===== src/rtl/vector_lane_serializer.sv =====
// Vector-to-scalar lane serializer: accepts a LANES x W vector plus lane mask
// and emits the selected lanes one per cycle in ascending order.
// Optional one-entry skid buffer for zero-bubble back-to-back vectors: VECTOR_SERIALIZER_SKID_EN.
module vector_lane_serializer #(
  parameter int LANES = 4,
  parameter int W     = 32
) (
  input  logic                       clk,
  input  logic                       rst,
  input  logic                       vec_valid,
  output logic                       vec_ready,
  input  logic [LANES*W-1:0]         vec_data,
  input  logic [LANES-1:0]           lane_mask,
  output logic                       sc_valid,
  input  logic                       sc_ready,
  output logic [W-1:0]               sc_data,
  output logic [$clog2(LANES)-1:0]   sc_lane,
  output logic                       sc_last,
  output logic                       busy
);

  localparam int LW = $clog2(LANES);
  localparam logic [0:0] IDLE = 1'b0;
  localparam logic [0:0] EMIT = 1'b1;
  localparam logic [LANES-1:0] ZERO_M = {LANES{1'b0}};
  localparam logic [LANES-1:0] ONE_M  = {{(LANES-1){1'b0}}, 1'b1};

  function automatic logic [LW-1:0] lowest_lane(input logic [LANES-1:0] m);
    logic [LW-1:0] l;
    l = {LW{1'b0}};
    for (int i = LANES - 1; i >= 0; i--) begin
      if (m[i]) begin
        l = LW'(i);
      end else begin
        l = l;
      end
    end
    return l;
  endfunction

  function automatic logic single_bit(input logic [LANES-1:0] m);
    return (m != ZERO_M) && ((m & (m - ONE_M)) == ZERO_M);
  endfunction

  function automatic logic [W-1:0] lane_word(input logic [LANES*W-1:0] d,
                                             input logic [LW-1:0]      l);
    logic [W-1:0] r;
    r = {W{1'b0}};
    for (int i = 0; i < LANES; i++) begin
      if (l == LW'(i)) begin
        r = d[i*W +: W];
      end else begin
        r = r;
      end
    end
    return r;
  endfunction

  logic [0:0]          state_r, state_s;
  logic [LANES*W-1:0]  work_data_r, work_data_s;
  logic [LANES-1:0]    pend_mask_r, pend_mask_s;
  logic                vec_ready_r, vec_ready_s;
  logic                sc_valid_r;
  logic [W-1:0]        sc_data_r;
  logic [LW-1:0]       sc_lane_r;
  logic                sc_last_r;
  logic                busy_r;
  logic                vec_fire_s;
  logic                vec_live_s;
  logic                sc_fire_s;
  logic [LW-1:0]       next_lane_s;
`ifdef VECTOR_SERIALIZER_SKID_EN
  logic [LANES*W-1:0]  hold_data_r, hold_data_s;
  logic [LANES-1:0]    hold_mask_r, hold_mask_s;
  logic                hold_valid_r, hold_valid_s;
`endif

  // Next-state, work-register and pending-mask update from the two handshakes
  always_comb begin
    state_s     = state_r;
    work_data_s = work_data_r;
    pend_mask_s = pend_mask_r;
`ifdef VECTOR_SERIALIZER_SKID_EN
    hold_data_s  = hold_data_r;
    hold_mask_s  = hold_mask_r;
    hold_valid_s = hold_valid_r;
`endif
    vec_fire_s = vec_valid & vec_ready_r;
    vec_live_s = vec_fire_s & (lane_mask != ZERO_M);
    sc_fire_s  = sc_valid_r & sc_ready;

    case (state_r)
      IDLE: begin
        if (vec_live_s) begin
          work_data_s = vec_data;
          pend_mask_s = lane_mask;
          state_s     = EMIT;
        end else begin
          state_s = IDLE;
        end
      end
      EMIT: begin
        if (sc_fire_s) begin
          pend_mask_s = pend_mask_r & ~(ONE_M << sc_lane_r);
          if (sc_last_r) begin
`ifdef VECTOR_SERIALIZER_SKID_EN
            // Chain straight into the next vector so the beat stream never gaps
            if (hold_valid_r) begin
              work_data_s  = hold_data_r;
              pend_mask_s  = hold_mask_r;
              hold_valid_s = 1'b0;
              state_s      = EMIT;
            end else if (vec_live_s) begin
              work_data_s = vec_data;
              pend_mask_s = lane_mask;
              state_s     = EMIT;
            end else begin
              state_s = IDLE;
            end
`else
            state_s = IDLE;
`endif
          end else begin
            state_s = EMIT;
          end
        end else begin
          state_s = EMIT;
        end
`ifdef VECTOR_SERIALIZER_SKID_EN
        if (vec_live_s && !(sc_fire_s && sc_last_r && !hold_valid_r)) begin
          hold_data_s  = vec_data;
          hold_mask_s  = lane_mask;
          hold_valid_s = 1'b1;
        end else begin
          hold_valid_s = hold_valid_s;
        end
`endif
      end
      default: begin
        state_s     = IDLE;
        pend_mask_s = ZERO_M;
      end
    endcase

`ifdef VECTOR_SERIALIZER_SKID_EN
    vec_ready_s = (state_s == IDLE) || !hold_valid_s;
`else
    vec_ready_s = (state_s == IDLE);
`endif
    next_lane_s = lowest_lane(pend_mask_s);
  end

  // State and work registers; outputs are registered from next-state values
  always_ff @(posedge clk or posedge rst) begin
    if (rst) begin
      state_r     <= IDLE;
      work_data_r <= {(LANES*W){1'b0}};
      pend_mask_r <= ZERO_M;
      vec_ready_r <= 1'b0;
      sc_valid_r  <= 1'b0;
      sc_data_r   <= {W{1'b0}};
      sc_lane_r   <= {LW{1'b0}};
      sc_last_r   <= 1'b0;
      busy_r      <= 1'b0;
    end else begin
      state_r     <= state_s;
      work_data_r <= work_data_s;
      pend_mask_r <= pend_mask_s;
      vec_ready_r <= vec_ready_s;
      if (state_s == EMIT) begin
        sc_valid_r <= 1'b1;
        sc_data_r  <= lane_word(work_data_s, next_lane_s);
        sc_lane_r  <= next_lane_s;
        sc_last_r  <= single_bit(pend_mask_s);
        busy_r     <= 1'b1;
      end else begin
        sc_valid_r <= 1'b0;
        sc_data_r  <= {W{1'b0}};
        sc_lane_r  <= {LW{1'b0}};
        sc_last_r  <= 1'b0;
        busy_r     <= 1'b0;
      end
    end
  end

`ifdef VECTOR_SERIALIZER_SKID_EN
  // Holding entry for a vector accepted while the current one is still emitting
  always_ff @(posedge clk or posedge rst) begin
    if (rst) begin
      hold_data_r  <= {(LANES*W){1'b0}};
      hold_mask_r  <= ZERO_M;
      hold_valid_r <= 1'b0;
    end else begin
      hold_data_r  <= hold_data_s;
      hold_mask_r  <= hold_mask_s;
      hold_valid_r <= hold_valid_s;
    end
  end
`endif

  assign vec_ready = vec_ready_r;
  assign sc_valid  = sc_valid_r;
  assign sc_data   = sc_data_r;
  assign sc_lane   = sc_lane_r;
  assign sc_last   = sc_last_r;
  assign busy      = busy_r;

endmodule

===== config.mk =====
export PLATFORM = sky130hd
export DESIGN_NAME = vector_lane_serializer
export DESIGN_NICKNAME = d
export VERILOG_FILES = /design/src/rtl/vector_lane_serializer.sv
export SDC_FILE = /design/constraint.sdc
export NUM_CORES = 1
export LEC_CHECK = 0
export ABC_AREA = 1
export CORE_MARGIN = 1.5
export CORE_UTILIZATION = 50
export CTS_CLUSTER_SIZE = 14
export DETAILED_ROUTE_END_ITERATION = 12
export GPL_TIMING_DRIVEN = 0
export MAX_ROUTING_LAYER = met4
export PLACE_DENSITY_LB_ADDON = 0.05
export SETUP_SLACK_MARGIN = 0.3
export SKIP_LAST_GASP = 1
export SYNTH_ARGS = -nofsm -noshare
export SYNTH_HDL_FRONTEND = slang
export SYNTH_SLANG_ARGS = --single-unit

===== constraint.sdc =====
create_clock -name clk -period 6.47 [get_ports clk]
set_input_delay 0.647 -clock clk [delete_from_list [all_inputs] [get_ports clk]]
set_output_delay 0.647 -clock clk [all_outputs]
set_load 0.02 [all_outputs]

==> results of run 1 <==
==> metrics by stage <==
stage,hold WS (ns),setup TNS (ns),std cells
finish,0.470,0,1254
global route,0.484,0,1253
CTS,0.471,0,1253
detailed placement,0.456,0,1222
global placement,0.450,-179.82,1221
floorplan,0.438,0,864
==> area by class of cell <==
cell class / count / share of cell area [%]
diodes: 1 / 0.0245
plain buffers: 61 / 3.13
clock buffers: 21 / 4.51
clock inverters: 10 / 1.22
inverters: 108 / 4.04
multi-input cells: 526 / 26.2
flip-flops and latches: 169 / 41.4
well taps: 184 / 2.25
repair buffers: 174 / 17.2
==> flip-flops by register name, summed over array words and instances (netlist names) <==
register,count
sc_lane,2
work_data_r,128
vec_ready,1
sc_data,32
pend_mask_r,4
busy,1
sc_last,1
==> cells in the mapped netlist <==
master,count,area share [%]
nand2_1,208,10
dfrtp_1,169,55
nand3_1,132,8.7
inv_1,104,5.1
a21oi_1,65,4.3
o21ai_0,33,2.2
mux2_2,32,4.7
nand4_1,32,2.6
buf_2,25,1.6
clkbuf_1,21,1.0
nor2_1,7,0.34
buf_6,6,0.89
buf_1,5,0.25
nand2_2,5,0.41
buf_4,4,0.39
nand2_4,4,0.59
inv_2,3,0.15
nand3b_1,2,0.20
a22oi_1,1,0.098
a31oi_1,1,0.082
clkinv_1,1,0.049
nand3_4,1,0.23
nor2_2,1,0.082
nor2_4,1,0.15
nor2_8,1,0.26
==> cells by family after synthesis <==
logic type             count (synthesis)  synth area share (%)
AND/OR/NAND/NOR                      394                  23.8
buffers and inverters                169                  9.51
AO/OA/AOI/OAI                        100                  6.61
multiplexers                          32                  4.72
flip-flops                           169                  55.4
==> layout by cell type (no fill, tap or decap), types with 2 or more instances in the layout <==
master	count
nand2_4	4
bufinv_16	3
buf_1	5
buf_2	25
buf_4	4
clkbuf_1	23
mux2_2	32
inv_1	103
clkinv_2	7
o21ai_0	33
dfrtp_1	169
nand3b_1	2
a21oi_1	65
clkdlybuf4s50_1	173
nand4_1	32
nor2_1	7
clkbuf_16	17
clkbuf_8	2
inv_2	3
nand2_2	5
buf_6	6
nand3_1	132
nand2_1	208
==> critical path, delay by kind of cell <==
kind / cells / cell delay (ns)
compound gates: 2 / 0.26
simple gates: 5 / 0.59
buf+inv: 5 / 1.40
==> routing by layer <==
layer / routed length [µm] / up-vias / track usage, %
li1: - / 3178 / -
met1: 9470 / 3241 / 39.1
met2: 10100 / 236 / 43.8
met3: 1400 / 29 / 5.02
met4: 431 / 0 / 9.80
met5: 0 / - / -
==> where the power goes <==
part / leakage [nW] / switching [W] / internal (W)
clock network: 0.296 / 0.000407 / 0.000621
logic: 2.80 / 0.00162 / 0.000981
registers: 2.05 / 0.000137 / 0.00155
==> path summary, 6_finish.rpt <==
kind / endpoint / slack [ns]
worst max register to register: sc_data[9] / 4.24
min in group asynchronous: work_data_r[97] / 0.61
worst min register to register: work_data_r[75] / 0.47
worst min-delay path: work_data_r[75] / 0.47
max in group asynchronous: work_data_r[107] / 4.92
worst max-delay path: sc_data[9] / 3.88
==> impl_metrics.ini, run 1 <==
[status]
run_status = complete, no violations

[critical_path]
startpoint_type = input port
cp_max_fo = 10
critPathArrivalTime_ns = 2.91
required_ns = 6.79
r2r_cells = 11
cp_common_cell = nand2_1
crit_path_end_kind = register
critPathSlowestCell = clkbuf_1
crit_path_start = lane_mask[3]
critPathKind = input port to register
cp_slowest_stage_delay_ns = 0.52
path_cells = clkdlybuf4s50_1, nor2_1, nand2_1, nand2_2, buf_6, buf_2, clkbuf_1, nand2_1, o21ai_0, a21oi_1, nand2_1, inv_1
r2r_start = vec_ready

[timing]
finClkSkew_ns = 0.00621
hold_viol = 0
worst_pin_slew_ns = 0.645
max_freq_ghz = 0.386
setup_slack_ns = 3.88
setup_viol = 0
final-max-slew-violation-count = 0
period_share_pct = 40.0
rsz0062_at_grt = false
slew-limit-headroom_pct = 57.0
min_period_ns = 2.59

[clock_network]
clockRootBuffer = clkbuf_16
insertion_delay_ns = 0.42
htreeDepth = 4
cts_tree = built
cts_resized = 0
clkTransAtPathRegs_ns = 0.06
clock-sinks = 169
cts_setup_buffers = 0
cts_buffers = 17
cts_buffer_depth = 2
hold_buffers = 0

[route]
wl_per_cell_um = 17.1
viasPerCell = 5.33
drt_first_pass_iters = 5
totalWireLength_um = 21400
drcViolationCount = 0
antenna_left = 0
drt_iter0_drc = 656
vias = 6684

[synthesis]
yosysUniqueCellTypes = 25
yosysSeqAreaShare_pct = 55.4
synth_seq_cells = 169
avgSynthCellArea_um2 = 8.84
syn_nets = 1000
netlist_area_um2 = 7630
syn_inst = 864
synth_warnings = 0

[cells_and_area]
final_core_util_pct = 69.5
final_area_um2 = 10200
register_area_um2 = 4230
n_fill_cell = 1220
final_nets = 1193
multi_input_area_um2 = 2680
area_growth_pct = 33.9
drive_gt1_share_pct = 10.7

[placement]
dp_hpwl_um = 14800
place.gp.congestion = 0.799
io_buffers = 173
place_area_um2 = 9630
place_ws_ns = 3.41

[floorplanning]
core_area_um2 = 14700
initial_core_util_pct = 51.9
die_h_um = 127
rows = 44
die_w_um = 127
dieArea_um2 = 16000
ios = 174

[power]
fin_total_pwr_w = 0.00531
ir_worst_vdd_mv = 0.234
power.leakage_nw = 5.15
power_density_nw_per_um2 = 520

[grt]
grt_pass1_vias = 6672
grt.total_usage_pct = 28.7
overflow = 0
antenna_found_initial = 0
grt_max_degree = 124
grt_pass1_wl_um = 34300

[min_path]
hold_class = register to register
whs_path_depth = 2
min_from = work_data_r[75]

[run]
maxCapViolCount = 0
Note: power is estimated with default switching activity, not from simulation.
==> run 2: changes to the inputs <==
--- a/config.mk
+++ b/config.mk
@@ -7,7 +7,7 @@
 export LEC_CHECK = 0
 export ABC_AREA = 1
 export CORE_MARGIN = 1.5
-export CORE_UTILIZATION = 50
+export CORE_UTILIZATION = 46
 export CTS_CLUSTER_SIZE = 14
 export DETAILED_ROUTE_END_ITERATION = 12
 export GPL_TIMING_DRIVEN = 0
==> constraint.sdc (replaced) <==
create_clock -name clk -period 2.15 [get_ports clk]
set_input_delay 0.215 -clock clk [delete_from_list [all_inputs] [get_ports clk]]
set_output_delay 0.215 -clock clk [all_outputs]
set_load 0.02 [all_outputs]
==> run 2 against run 1 <==
  * Sequential cell count is the same
  * Sequential share of layout area decreased by 4.3 points
  * Final area increased by 12%
  * Register-to-register slack lost 4.1 ns
  * Final cell count increased by 5.8%
  * Critical path type is now register to register
  * Combinational power grew to 4.2 times the previous value
  * Clock skew grew 0.0038 ns
  * Die area rose by 8.5%
  * Power grew to 3.6 times the previous value
  * Global-route usage down 1.7 points
  * Largest cell class unchanged
==> impl_metrics.ini, run 2 (same netlist as run 1, synthesis figures left out) <==
[power]
power.leakage_nw = 5.66
ir_worst_vdd_mv = 1.08
fin_total_pwr_w = 0.0190
power_density_nw_per_um2 = 1670

[critical_path]
cp_max_fo = 10
critPathArrivalTime_ns = 2.30
crit_path_end_kind = register
startpoint_type = register
critPathKind = register to register
required_ns = 2.47

[status]
run_status = complete, no violations

[cells_and_area]
top_register = work_data_r
area_growth_pct = 49.4
final_core_util_pct = 71.0
largest_reg_flops = 128
final_nets = 1236
final_cell_mix = nand2_1, clkdlybuf4s50_1, dfrtp_1, nand3_1, inv_1
drive_gt1_share_pct = 21.3
diodes = 0
final_common_cell = nand2_1
fin_cells = 1327

[placement]
io_buffers = 173
place_ws_ns = -0.461
placedCellCount = 1257
dp_hpwl_um = 15200
place.gp.congestion = 0.836

[route]
drt_first_pass_iters = 5
drt_iter0_drc = 590
wl_per_cell_um = 17.6
antenna_left = 0
vias = 6960
drcViolationCount = 0
totalWireLength_um = 23300
viasPerCell = 5.24

[grt]
use_met2_pct = 42.0
use_met1_pct = 36.3
overflow = 0
grt_util_met3_pct = 4.69
antenna_found_initial = 0
busiest_layer = met2
grt_max_degree = 41
grt.total_usage_pct = 27.0
grt_pass1_vias = 6631
grt_pass1_wl_um = 35300

[timing]
setup_tns_ns = 0
setup_slack_ns = 0.170
finClkSkew_ns = 0.0100
slew-limit-headroom_pct = 48.8
setup_viol = 0
hold_viol = 0
final-max-slew-violation-count = 0
period_share_pct = 92.1
rsz0062_at_grt = true
worst_pin_slew_ns = 0.766
min_period_ns = 1.98
max_freq_ghz = 0.505

[floorplanning]
initial_core_util_pct = 47.5
rows = 46
ios = 174
core_area_um2 = 16100
die_h_um = 132
dieArea_um2 = 17400
die_w_um = 132

[clock_network]
cts_tree = built
cts_buffer_depth = 2
clkTransAtPathRegs_ns = 0.07
clock-sinks = 169
insertion_delay_ns = 0.43
cts_buffers = 17
clockRootBuffer = clkbuf_16
hold_buffers = 0
htreeDepth = 4

[run]
maxCapViolCount = 0

[min_path]
hold_class = input port to asynchronous set/reset pin
## run 2: cell types whose count changed in the layout (fill, tap and decap cells not counted), sizes merged
cell | previous run | this run
buf | 41 | 73
clkinvlp | 0 | 5
diode | 1 | 0
nor2 | 10 | 11
clkdlybuf4s50 | 173 | 172
clkbuf | 42 | 51
dlygate4sd2 | 0 | 1
clkinv | 8 | 3
## run 2: report_power, final
part	total, W	switching (W)	internal, W	leakage [nW]
registers	0.00506	0.000400	0.00466	2.05
logic	0.0108	0.00593	0.00488	3.32
clock network	0.00316	0.00128	0.00188	0.280
## run 2: worst paths after layout
path,from,end,slack [ns],cells after the start
max reg2reg,busy,sc_data[14],0.17,14
max,busy,sc_data[14],0.17,14
min in group clk,vec_data[95],work_data_r[95],0.37,3
min reg2reg,work_data_r[50],work_data_r[50],0.47,2
min,rst,sc_data[10],0.28,2
max in group asynchronous,rst,work_data_r[60],1.00,4
## run 2: layout make-up
cell class | instances | area (µm²)
tap | 216 | 270
clock buffer | 20 | 457
sequential | 169 | 4230
fill | 1197 | 4660
multi-input combinational | 527 | 3020
buffer | 61 | 532
inverter | 108 | 412
clock inverter | 10 | 146
timing repair buffer | 216 | 2330
## run 2: metrics by stage
stage	area, µm²	hold WS (ns)
global route	11400	0.337
detailed placement	9720	0.456
global placement	9640	0.450
finish	11400	0.277
floorplan	7640	0.381
CTS	10700	0.293
## run 2: routing by layer
metal / vias up / wire [µm]
met3: 33 / 1560
li1: 3276 / -
met1: 3361 / 10300
met5: - / 0
met4: 0 / 431
met2: 290 / 11100
## run 2: what timing repair did
| action | CTS | global route |
|---|---|---|
| buffers inserted | 19 | 11 |
| gates cloned | 2 | 8 |
| gates resized for setup | 70 | 110 |
| endpoints found under the hold margin | 0 | 0 |
| pin swaps | 14 | 38 |
| setup endpoints to repair | 66 | 45 |
## run 2: critical path, cell delays in order (launching register included)
cell,delay (ns)
dfrtp_2,0.43
nor2_4,0.15
nand2_2,0.09
buf_8,0.15
nand2_4,0.07
nand3_4,0.08
nand2_4,0.10
buf_6,0.11
nor2_4,0.04
buf_12,0.14
buf_12,0.15
a21oi_1,0.13
nand3_1,0.11
nand2_1,0.07
inv_1,0.04
==> run 3: changes to the inputs <==
--- a/config.mk
+++ b/config.mk
@@ -10,10 +10,9 @@
 export CORE_UTILIZATION = 46
 export CTS_CLUSTER_SIZE = 14
 export DETAILED_ROUTE_END_ITERATION = 12
-export GPL_TIMING_DRIVEN = 0
 export MAX_ROUTING_LAYER = met4
 export PLACE_DENSITY_LB_ADDON = 0.05
-export SETUP_SLACK_MARGIN = 0.3
+export SETUP_SLACK_MARGIN = 0.15
 export SKIP_LAST_GASP = 1
 export SYNTH_ARGS = -nofsm -noshare
 export SYNTH_HDL_FRONTEND = slang
==> run 3 against run 2 <==
  * Final area fell by 5.2%
  * Clock power fell by 5%
  * Maximum frequency rose by 3.0%
  * Setup slack improved by 0.058 ns
==> impl_metrics.ini, run 3 (same netlist as run 1, synthesis figures left out) <==
[floorplanning]
ios = 174
initial_core_util_pct = 47.5
rows = 46
dieArea_um2 = 17400
core_area_um2 = 16100
die_w_um = 132
die_h_um = 132

[grt]
grt.total_usage_pct = 25.2
antenna_found_initial = 0
grt_max_degree = 61
grt_pass1_vias = 6613
grt_pass1_wl_um = 33800
overflow = 0

[power]
power_density_nw_per_um2 = 1570
power.leakage_nw = 5.42
ir_worst_vdd_mv = 1.18

[clock_network]
cts_tree = built
clock-sinks = 169
clkTransAtPathRegs_ns = 0.07
htreeDepth = 4
hold_buffers = 0
cts_buffers = 17
cts_buffer_depth = 2
clockRootBuffer = clkbuf_16
insertion_delay_ns = 0.42

[critical_path]
required_ns = 2.47
critPathKind = register to register
critPathArrivalTime_ns = 2.24
startpoint_type = register
cp_max_fo = 14
crit_path_end_kind = register

[timing]
final-max-slew-violation-count = 0
rsz0062_at_grt = true
hold_viol = 0
setup_slack_ns = 0.228
min_period_ns = 1.92
period_share_pct = 89.4
finClkSkew_ns = 0.00710
worst_pin_slew_ns = 0.634
setup_viol = 0
slew-limit-headroom_pct = 57.6
max_freq_ghz = 0.520

[placement]
placedCellCount = 1256
dp_hpwl_um = 13600
io_buffers = 173
place_ws_ns = -0.154
place.gp.congestion = 0.811

[cells_and_area]
fin_cells = 1296
drive_gt1_share_pct = 14.9
final_common_cell = nand2_1
diodes = 0
final_cell_mix = nand2_1, clkdlybuf4s50_1, dfrtp_1, nand3_1, inv_1
multi_input_area_um2 = 2740
n_fill_cell = 1328
largest_reg_flops = 128
top_register = work_data_r
area_growth_pct = 41.6
final_nets = 1204
register_area_um2 = 4230

[route]
viasPerCell = 5.13
wl_per_cell_um = 16.2
drcViolationCount = 0
vias = 6648
drt_first_pass_iters = 6
antenna_left = 0
totalWireLength_um = 21000
drt_iter0_drc = 444

[status]
run_status = complete, no violations

[min_path]
hold_class = input port to asynchronous set/reset pin

[run]
maxCapViolCount = 0
[run 3: final timing paths]
path	from	end	cells after the start	slack, ns
worst min-delay path	rst	work_data_r[8]	2	0.23
min in group clk	vec_data[66]	work_data_r[66]	3	0.38
max in group asynchronous	rst	busy	3	1.27
worst max-delay path	vec_ready	sc_data[20]	13	0.23
worst min register to register	work_data_r[71]	work_data_r[71]	2	0.47
worst max register to register	vec_ready	sc_data[20]	13	0.23
[run 3: final cells by class]
type	instances	area share (%)
Clock buffer	17	3.94
Clock inverter	14	1.38
Inverter	108	3.81
Multi-Input combinational cell	526	25.4
Sequential cell	169	39.1
Tap cell	216	2.50
Timing Repair Buffer	246	23.9
[run 3: power breakdown]
group | switching [W] | internal, W
Combinational | 0.00500 | 0.00391
Sequential | 0.000411 | 0.00466
Clock | 0.00129 | 0.00171
[run 3: per-stage QoR]
stage / hold WS [ns] / power (W) / utilization [%] / setup TNS (ns) / instance area [µm²]
after floorplan: 0.381 / 0.0103 / - / -37.13 / 7640
after global placement: 0.451 / 0.0132 / 62.6 / -0.515 / 10100
after detailed placement: 0.456 / 0.0134 / 62.6 / -2.71 / 10100
after CTS: 0.240 / 0.0164 / 66.2 / 0 / 10600
after global routing: 0.276 / 0.0182 / 67.3 / 0 / 10800
final: 0.232 / 0.0170 / 67.3 / 0 / 10800
[run 3: worst max-delay path: stages, from the launching register on]
cell and delay, ns:
dfrtp_1 0.37, nand2_2 0.07, nor2_4 0.22, buf_4 0.15, nand2_1 0.05, nand2_2 0.09
nand2_4 0.09, nand2_1 0.17, nand2_8 0.13, buf_12 0.17, nand3_1 0.08, nand3_1 0.10
nand2_1 0.07, inv_1 0.04
[run 3: layer usage]
metal / wire, µm / GRT usage (%) / up-vias
li1: - / - / 3204
met1: 9630 / 33.8 / 3205
met2: 9950 / 38.7 / 222
met3: 1230 / 5.38 / 17
met4: 213 / 7.47 / 0
met5: 0 / - / -
[run 3: what timing repair did]
action / in CTS / in global routing
resized for setup: 0 / 15
endpoints found under the setup margin: 0 / 32
buffers inserted: 0 / 5
